**config.mk**
```make
export PLATFORM = sky130hd
export DESIGN_NAME = conv_kernel_regfile
export DESIGN_NICKNAME = d
export VERILOG_FILES = /design/src/rtl/conv_kernel_regfile.sv
export SDC_FILE = /design/constraint.sdc
export NUM_CORES = 1
export LEC_CHECK = 0
export ABC_CLOCK_PERIOD_IN_PS = 4000
export BUFFER_PORTS_ARGS = -buffer_cell sky130_fd_sc_hd__buf_2
export CELL_PAD_IN_SITES_DETAIL_PLACEMENT = 1
export CELL_PAD_IN_SITES_GLOBAL_PLACEMENT = 1
export CORE_AREA = 2 2 136 204
export DETAILED_ROUTE_END_ITERATION = 6
export DIE_AREA = 0 0 138 206
export PLACE_DENSITY = 0.78
export SYNTH_ARGS = -nofsm -noshare
export SYNTH_HDL_FRONTEND = slang
export SYNTH_SLANG_ARGS = --single-unit
```
**constraint.sdc**
```tcl
create_clock -name clk -period 4 [get_ports clk]
set_input_delay 0.4 -clock clk [delete_from_list [all_inputs] [get_ports clk]]
set_output_delay 0.4 -clock clk [all_outputs]
set_load 0.005 [all_outputs]
```
**src/rtl/conv_kernel_regfile.sv**
```systemverilog
// ---------------------------------------------------------------------------
// conv_kernel_regfile
//
// Kernel/window register file for the convolution core. Sits between the
// coefficient loader and the MAC array.
//   * NWR independent write lanes, each with its own address.
//   * NRD registered read ports, so every tap is fetched in one cycle.
//   * A streaming load FSM that fills entries 0..DEPTH-1 in order from a
//     valid/ready source.
//
// Optional build feature: define REGFILE_PARITY_EN to store an even-parity
// bit with every entry. This adds the ports inj_perr (test-only parity
// corruption) and rd_perr (per-port parity error, registered with rd_data).
//
// Ports
//   clk       in   rising-edge clock
//   rst       in   asynchronous active-high reset (clears the whole file)
//   wr_en     in   [NWR]        per-lane write enable
//   wr_addr   in   [NWR*ADDR]   lane i address at [i*ADDR +: ADDR]
//   wr_data   in   [NWR*WIDTH]  lane i data at [i*WIDTH +: WIDTH]
//   rd_en     in   read strobe shared by all ports
//   rd_addr   in   [NRD*ADDR]   port j address at [j*ADDR +: ADDR]
//   rd_data   out  [NRD*WIDTH]  port j data at [j*WIDTH +: WIDTH], registered
//   rd_valid  out  high for the one cycle after an accepted read
//   ld_start  in   start (or restart) a stream load at address 0
//   ld_valid  in   stream word valid
//   ld_data   in   [WIDTH] stream word
//   ld_ready  out  stream word can be accepted this cycle
//   ld_done   out  one-cycle pulse after the last entry has been streamed
//   loaded    out  a complete stream load has finished since reset
//   inj_perr  in   (REGFILE_PARITY_EN only) invert stored parity on writes
//   rd_perr   out  (REGFILE_PARITY_EN only) [NRD] parity mismatch per port
//
// ADDR must be wide enough to address every entry (2**ADDR >= DEPTH).
// ---------------------------------------------------------------------------
module conv_kernel_regfile #(
    parameter int WIDTH = 8,
    parameter int DEPTH = 9,
    parameter int ADDR  = 4,
    parameter int NWR   = 5,
    parameter int NRD   = 3
) (
    input  logic                   clk,
    input  logic                   rst,
    input  logic [NWR-1:0]         wr_en,
    input  logic [NWR*ADDR-1:0]    wr_addr,
    input  logic [NWR*WIDTH-1:0]   wr_data,
    input  logic                   rd_en,
    input  logic [NRD*ADDR-1:0]    rd_addr,
    output logic [NRD*WIDTH-1:0]   rd_data,
    output logic                   rd_valid,
    input  logic                   ld_start,
    input  logic                   ld_valid,
    input  logic [WIDTH-1:0]       ld_data,
    output logic                   ld_ready,
    output logic                   ld_done,
    output logic                   loaded
`ifdef REGFILE_PARITY_EN
    ,
    input  logic                   inj_perr,
    output logic [NRD-1:0]         rd_perr
`endif
);

    // One extra bit so DEPTH itself is representable for range checks.
    localparam logic [ADDR:0]   DEPTH_A = (ADDR+1)'(DEPTH);
    localparam logic [ADDR-1:0] LAST_A  = ADDR'(DEPTH - 1);

    typedef enum logic [1:0] {
        S_IDLE = 2'd0,
        S_LOAD = 2'd1,
        S_DONE = 2'd2
    } state_t;

    // -----------------------------------------------------------------------
    // Storage
    // -----------------------------------------------------------------------
    logic [WIDTH-1:0] mem_q [DEPTH];
    logic [WIDTH-1:0] mem_d [DEPTH];
`ifdef REGFILE_PARITY_EN
    logic             par_q [DEPTH];
    logic             par_d [DEPTH];
`endif

    // -----------------------------------------------------------------------
    // Control state
    // -----------------------------------------------------------------------
    state_t          state_q, state_d;
    logic [ADDR-1:0] ld_ptr_q, ld_ptr_d;
    logic            loaded_q, loaded_d;
    logic            ld_xfer;
    logic            any_wr;
    logic            rd_accept;

    // Unpacked views of the write lanes.
    logic [ADDR-1:0]  lane_addr [NWR];
    logic [WIDTH-1:0] lane_data [NWR];

    genvar gi;
    generate
        for (gi = 0; gi < NWR; gi++) begin : g_lane
            assign lane_addr[gi] = wr_addr[gi*ADDR +: ADDR];
            assign lane_data[gi] = wr_data[gi*WIDTH +: WIDTH];
        end
    endgenerate

    assign any_wr    = |wr_en;
    // A read in the same cycle as any direct write is dropped; the write wins.
    assign rd_accept = rd_en & ~any_wr;

    // -----------------------------------------------------------------------
    // Load FSM: next state and outputs
    // -----------------------------------------------------------------------
    always_comb begin
        state_d  = state_q;
        ld_ptr_d = ld_ptr_q;
        loaded_d = loaded_q;
        ld_ready = 1'b0;
        ld_done  = 1'b0;
        ld_xfer  = 1'b0;

        case (state_q)
            S_IDLE: begin
                if (ld_start) begin
                    state_d  = S_LOAD;
                    ld_ptr_d = '0;
                end
            end

            S_LOAD: begin
                // Direct writes own the file this cycle; back-pressure the
                // stream instead of dropping its word.
                ld_ready = ~any_wr;
                ld_xfer  = ld_valid & ld_ready;
                if (ld_xfer) begin
                    if (ld_ptr_q == LAST_A) begin
                        state_d  = S_DONE;
                        ld_ptr_d = '0;
                    end else begin
                        ld_ptr_d = ld_ptr_q + ADDR'(1);
                    end
                end
                // A restart overrides any pointer advance in the same cycle.
                // A word transferred alongside it has still been written.
                if (ld_start) begin
                    state_d  = S_LOAD;
                    ld_ptr_d = '0;
                end
            end

            S_DONE: begin
                ld_done  = 1'b1;
                loaded_d = 1'b1;
                state_d  = S_IDLE;
            end

            default: begin
                state_d  = S_IDLE;
                ld_ptr_d = '0;
            end
        endcase
    end

    // -----------------------------------------------------------------------
    // Next memory contents. The stream word is applied first, then the lanes
    // in ascending order so the highest-index lane on a shared address wins.
    // Only addresses below DEPTH ever match an entry, so out-of-range lanes
    // fall through without effect.
    // -----------------------------------------------------------------------
    always_comb begin
        for (int e = 0; e < DEPTH; e++) begin
            mem_d[e] = mem_q[e];
`ifdef REGFILE_PARITY_EN
            par_d[e] = par_q[e];
`endif
            if (ld_xfer && (ld_ptr_q == ADDR'(e))) begin
                mem_d[e] = ld_data;
`ifdef REGFILE_PARITY_EN
                par_d[e] = (^ld_data) ^ inj_perr;
`endif
            end
            for (int i = 0; i < NWR; i++) begin
                if (wr_en[i] && (lane_addr[i] == ADDR'(e))) begin
                    mem_d[e] = lane_data[i];
`ifdef REGFILE_PARITY_EN
                    par_d[e] = (^lane_data[i]) ^ inj_perr;
`endif
                end
            end
        end
    end

    // -----------------------------------------------------------------------
    // State and storage registers
    // -----------------------------------------------------------------------
    always_ff @(posedge clk or posedge rst) begin
        if (rst) begin
            state_q  <= S_IDLE;
            ld_ptr_q <= '0;
            loaded_q <= 1'b0;
            for (int e = 0; e < DEPTH; e++) begin
                mem_q[e] <= '0;
`ifdef REGFILE_PARITY_EN
                par_q[e] <= 1'b0;
`endif
            end
        end else begin
            state_q  <= state_d;
            ld_ptr_q <= ld_ptr_d;
            loaded_q <= loaded_d;
            for (int e = 0; e < DEPTH; e++) begin
                mem_q[e] <= mem_d[e];
`ifdef REGFILE_PARITY_EN
                par_q[e] <= par_d[e];
`endif
            end
        end
    end

    assign loaded = loaded_q;

    // -----------------------------------------------------------------------
    // Read ports: registered, holding their value when no read is accepted.
    // -----------------------------------------------------------------------
    logic rd_valid_q, rd_valid_d;

    assign rd_valid_d = rd_accept;

    always_ff @(posedge clk or posedge rst) begin
        if (rst) begin
            rd_valid_q <= 1'b0;
        end else begin
            rd_valid_q <= rd_valid_d;
        end
    end

    assign rd_valid = rd_valid_q;

    generate
        for (gi = 0; gi < NRD; gi++) begin : g_rd
            logic [ADDR-1:0]  port_addr;
            logic             port_in_range;
            logic [WIDTH-1:0] port_data_q, port_data_d;

            assign port_addr     = rd_addr[gi*ADDR +: ADDR];
            assign port_in_range = ({1'b0, port_addr} < DEPTH_A);

            always_comb begin
                port_data_d = port_data_q;
                if (rd_accept) begin
                    port_data_d = port_in_range ? mem_q[port_addr] : '0;
                end
            end

            always_ff @(posedge clk or posedge rst) begin
                if (rst) begin
                    port_data_q <= '0;
                end else begin
                    port_data_q <= port_data_d;
                end
            end

            assign rd_data[gi*WIDTH +: WIDTH] = port_data_q;

`ifdef REGFILE_PARITY_EN
            logic port_perr_q, port_perr_d;

            // Recompute parity of the stored word and compare with the
            // stored bit; an out-of-range port never flags an error.
            always_comb begin
                port_perr_d = port_perr_q;
                if (rd_accept) begin
                    port_perr_d = port_in_range ?
                        ((^mem_q[port_addr]) ^ par_q[port_addr]) : 1'b0;
                end
            end

            always_ff @(posedge clk or posedge rst) begin
                if (rst) begin
                    port_perr_q <= 1'b0;
                end else begin
                    port_perr_q <= port_perr_d;
                end
            end

            assign rd_perr[gi] = port_perr_q;
`endif
        end
    endgenerate

endmodule

```
==> summary.md <==
| Metric | Value |
|---|---|
| Status | completed |
| Max Root-Sink Buffers | 2 |
| Worst-Skew Late Latency | about 0.38 ns |
| Vias in the first global route | 11700 |
| Sequential area share after synthesis | 0.247 |
| Mapped Area | ~11000 µm² |
| Remaining Overflow, GRT | 0 |
| Post-CTS setup buffers | 0 |
| Max frequency | approximately 380 MHz |
| I/O Buffers | 117 |
| Post-route ant nets | 0 |
| MaxCap Viol Count | 0 |
| Clock-pin slew on the worst setup and hold paths | around 0.08 ns |
| Total CTS buffers | 9 |
| Critical Path End Type | register |
| Period utilization | 0.657 |
| Root Driver | clkbuf_16 |
| Worst EP required | roughly 4.3 ns |
| DR iter-0 viols | 1246 |
| Core Util, Final | 0.426 |
| Dpl ws | 1.20 ns |
| Commonest non-fill, non-tap cell in the layout | nor2_1 |
| Via density | 7.37 |
| Largest net degree at the start of global routing | 50 |
| Area of the multi-input gates | between 7000 and 8000 µm² |
| GRT Util Overall | 0.394 |
| Sink Count | between 100 and 150 |
| Critical path arrival | approximately 2.9 ns |
| Pwr Density | ~370 nW/µm² |
| Synth cell types | 90 |
| Slew @ Worst Pin | roughly 1.2 ns |
| Yosys reg bits | approximately 100 |
| Register area | about 2600 µm² |
| Yosys top cell area share | 0.247 |
| Final setup TNS | 0 ns |
| Routed WL per cell | approximately 35 µm |
| Max FO, Critical Path | 16 |
| Final hold vios | 0 |
| Most frequent cells in the layout | 133 x nor2_1, 117 x buf_2, 104 x dfrtp_1 |
| Chip height | slightly above 200 µm |
| Slowest stage delay, CP | about 0.71 ns |
| Share of post-route cells with drive strength above 1 | 0.220 |
| CP max-delay cell | nor4b_1 |
| Crit-path cells | or4b_4 -> nor4b_1 -> and4bb_2 -> o31ai_1 |
| Resized Gates After CTS | 0 |
| Prevailing post-synth register cell | dfrtp_1 |
| Slew headroom | 0.175 |
| Initial core utilization | 0.392 |
| Worst Skew | between 0.01 and 0.015 ns |
| Synth warn | 0 |
| Routed WL | 56600 µm |
| Mapped Cells | ~1200 |
| TritonCTS clock tree | done |
| FP Rows | 74 |
| FFs w/ async S/R, synth | 1.00 |
| Gpl congestion | around 1.1 |
| Clock period minus worst slack | 2.63 ns |
| P_leak | between 4 and 5 nW |
| Layout Nets | roughly 1300 |
| First-pass GRT wire length | just over 80000 µm |
| HPWL after detailed placement | between 40000 and 50000 µm |
| CTS HTree Levels | 3 |
| CTS Hold Bufs | 0 |
| Worst Setup Start Kind | register |
| Hold Path Class | primary input to asynchronous set/reset pin |
| Die area | roughly 28000 µm² |
| Die Wd | between 100 and 150 µm |
| # IOs | approximately 120 |
| Worst vdd ir | roughly 300 µV |
| Final setup violation count | 0 |
| Post-synth top area cell | dfrtp_1 |
| Total number of vias | 11800 |
| Worst Slack Setup Final | ~1.4 ns |
| Number of antenna violations at the first check in global routing | 4 |
| RSZ-0062 raised after global routing | no |
| DRC viols | 0 |
| Setup CP Type | register to register |
| Core ar. | 26900 µm² |
| Avg Cell Area, Syn | ~8.6 µm² |
| FILL cells | approximately 3200 |
| Layout area overhead | 8.82% |
| Pre-Repair DR Iteration Count | 7 |
| Dominant cells by area after synthesis | dfrtp_1 25%, mux4_2 10%, nor2_1 4.7% |
| Post-synth EDFFs | 0 |
| Slew Limit Fails | 0 |
| Post-Syn Nets | ~1300 |
synthesized netlist by cell type, types with 8 or more instances:
library cell,n
a211o_1,22
a211oi_1,22
a21oi_1,65
a221oi_1,19
a22o_1,17
a22oi_1,25
a311o_1,9
a311oi_1,23
a31oi_1,54
a32oi_1,23
and3_1,73
buf_1,22
buf_2,34
clkbuf_1,70
dfrtp_1,104
inv_1,15
mux2_2,36
mux2i_1,27
mux4_2,48
nand2_1,46
nand2b_1,11
nand3_1,9
nand3b_1,8
nor2_1,133
nor2b_1,17
nor3_1,36
o211ai_1,11
o21ai_0,80
o22ai_1,21
o2bb2ai_1,9
o31a_1,8
or3_1,10
kinds of logic (layout without fill, tap and decap cells):
logic type / Yosys count / in the layout / synth area share
buffers and inverters: 150 / 174 / 0.0609
AND/OR/NAND/NOR: 398 / 398 / 0.205
multiplexers: 111 / 111 / 0.167
adder cells (fa/ha/maj): 4 / 4 / 0.00476
AO/OA/AOI/OAI: 460 / 460 / 0.314
flip-flops: 104 / 104 / 0.247
other: 0 / 4 / 0
XOR/XNOR: 2 / 2 / 0.00166
per-layer routing:
layer	global-route usage	vias up	share of wire
met2	0.648	822	0.46
met5	0	-	0.00050
met1	0.440	5756	0.34
li1	-	4898	-
met4	0.342	4	0.11
met3	0.0730	302	0.092
area by class of cell:
class,instances,area share
clock buffer,9,0.0197
timing repair buffer,143,0.0682
clock inverter,7,0.00524
antenna,4,0.000874
tap,342,0.0374
inverter,15,0.00514
sequential,104,0.227
multi-input combinational,975,0.636
worst paths after layout:
kind | start | endpoint | slack, ns | cells past startpoint
worst max-delay path | state_q[1]$_DFFE_PP0P_ | mem_q[67]$_DFFE_PP0P_ | 1.37 | 4
worst min-delay path | rst | mem_q[49]$_DFFE_PP0P_ | 0.07 | 2
worst max register to register | state_q[1]$_DFFE_PP0P_ | mem_q[67]$_DFFE_PP0P_ | 1.37 | 4
worst min register to register | loaded$_DFFE_PP0P_ | loaded$_DFFE_PP0P_ | 0.47 | 1
max in group asynchronous | rst | g_rd[2].port_data_q[6]$_DFFE_PP0P_ | 3.05 | 3
min in group clk | ld_start | state_q[1]$_DFFE_PP0P_ | 0.24 | 2
critical path, delay by kind of cell, from the launching register on:
| kind | cells | cell delay [ns] |
|---|---|---|
| and+or+nand+nor | 3 | 1.76 |
| DFF | 1 | 0.44 |
| AOI/OAI and AO/OA | 1 | 0.31 |
state kept, by name, summed over array words and instances, names as in the netlist:
register / count
loaded: 1
ld_ptr_q: 4
g_rd.port_data_q: 24
rd_valid: 1
state_q: 2
mem_q: 72
power by group:
group	switching (W)	internal (W)	leakage, nW
logic	0.000876	0.000715	3.27
clock network	0.000466	0.000435	0.136
registers	0.000368	0.00133	1.26
metrics by stage:
stage / hold slack, ns / cells / total power [W] / instance area [µm²]
after floorplan: 0.465 / 1229 / 0.00253 / 10500
after global placement: 0.446 / 1579 / 0.00316 / 11200
after detailed placement: 0.458 / 1579 / 0.00325 / 11200
after CTS: 0.0853 / 1595 / 0.00414 / 11400
after global routing: 0.110 / 1595 / 0.00435 / 11400
final: 0.0662 / 1599 / 0.00419 / 11500
(Power assumes the default switching activity.)
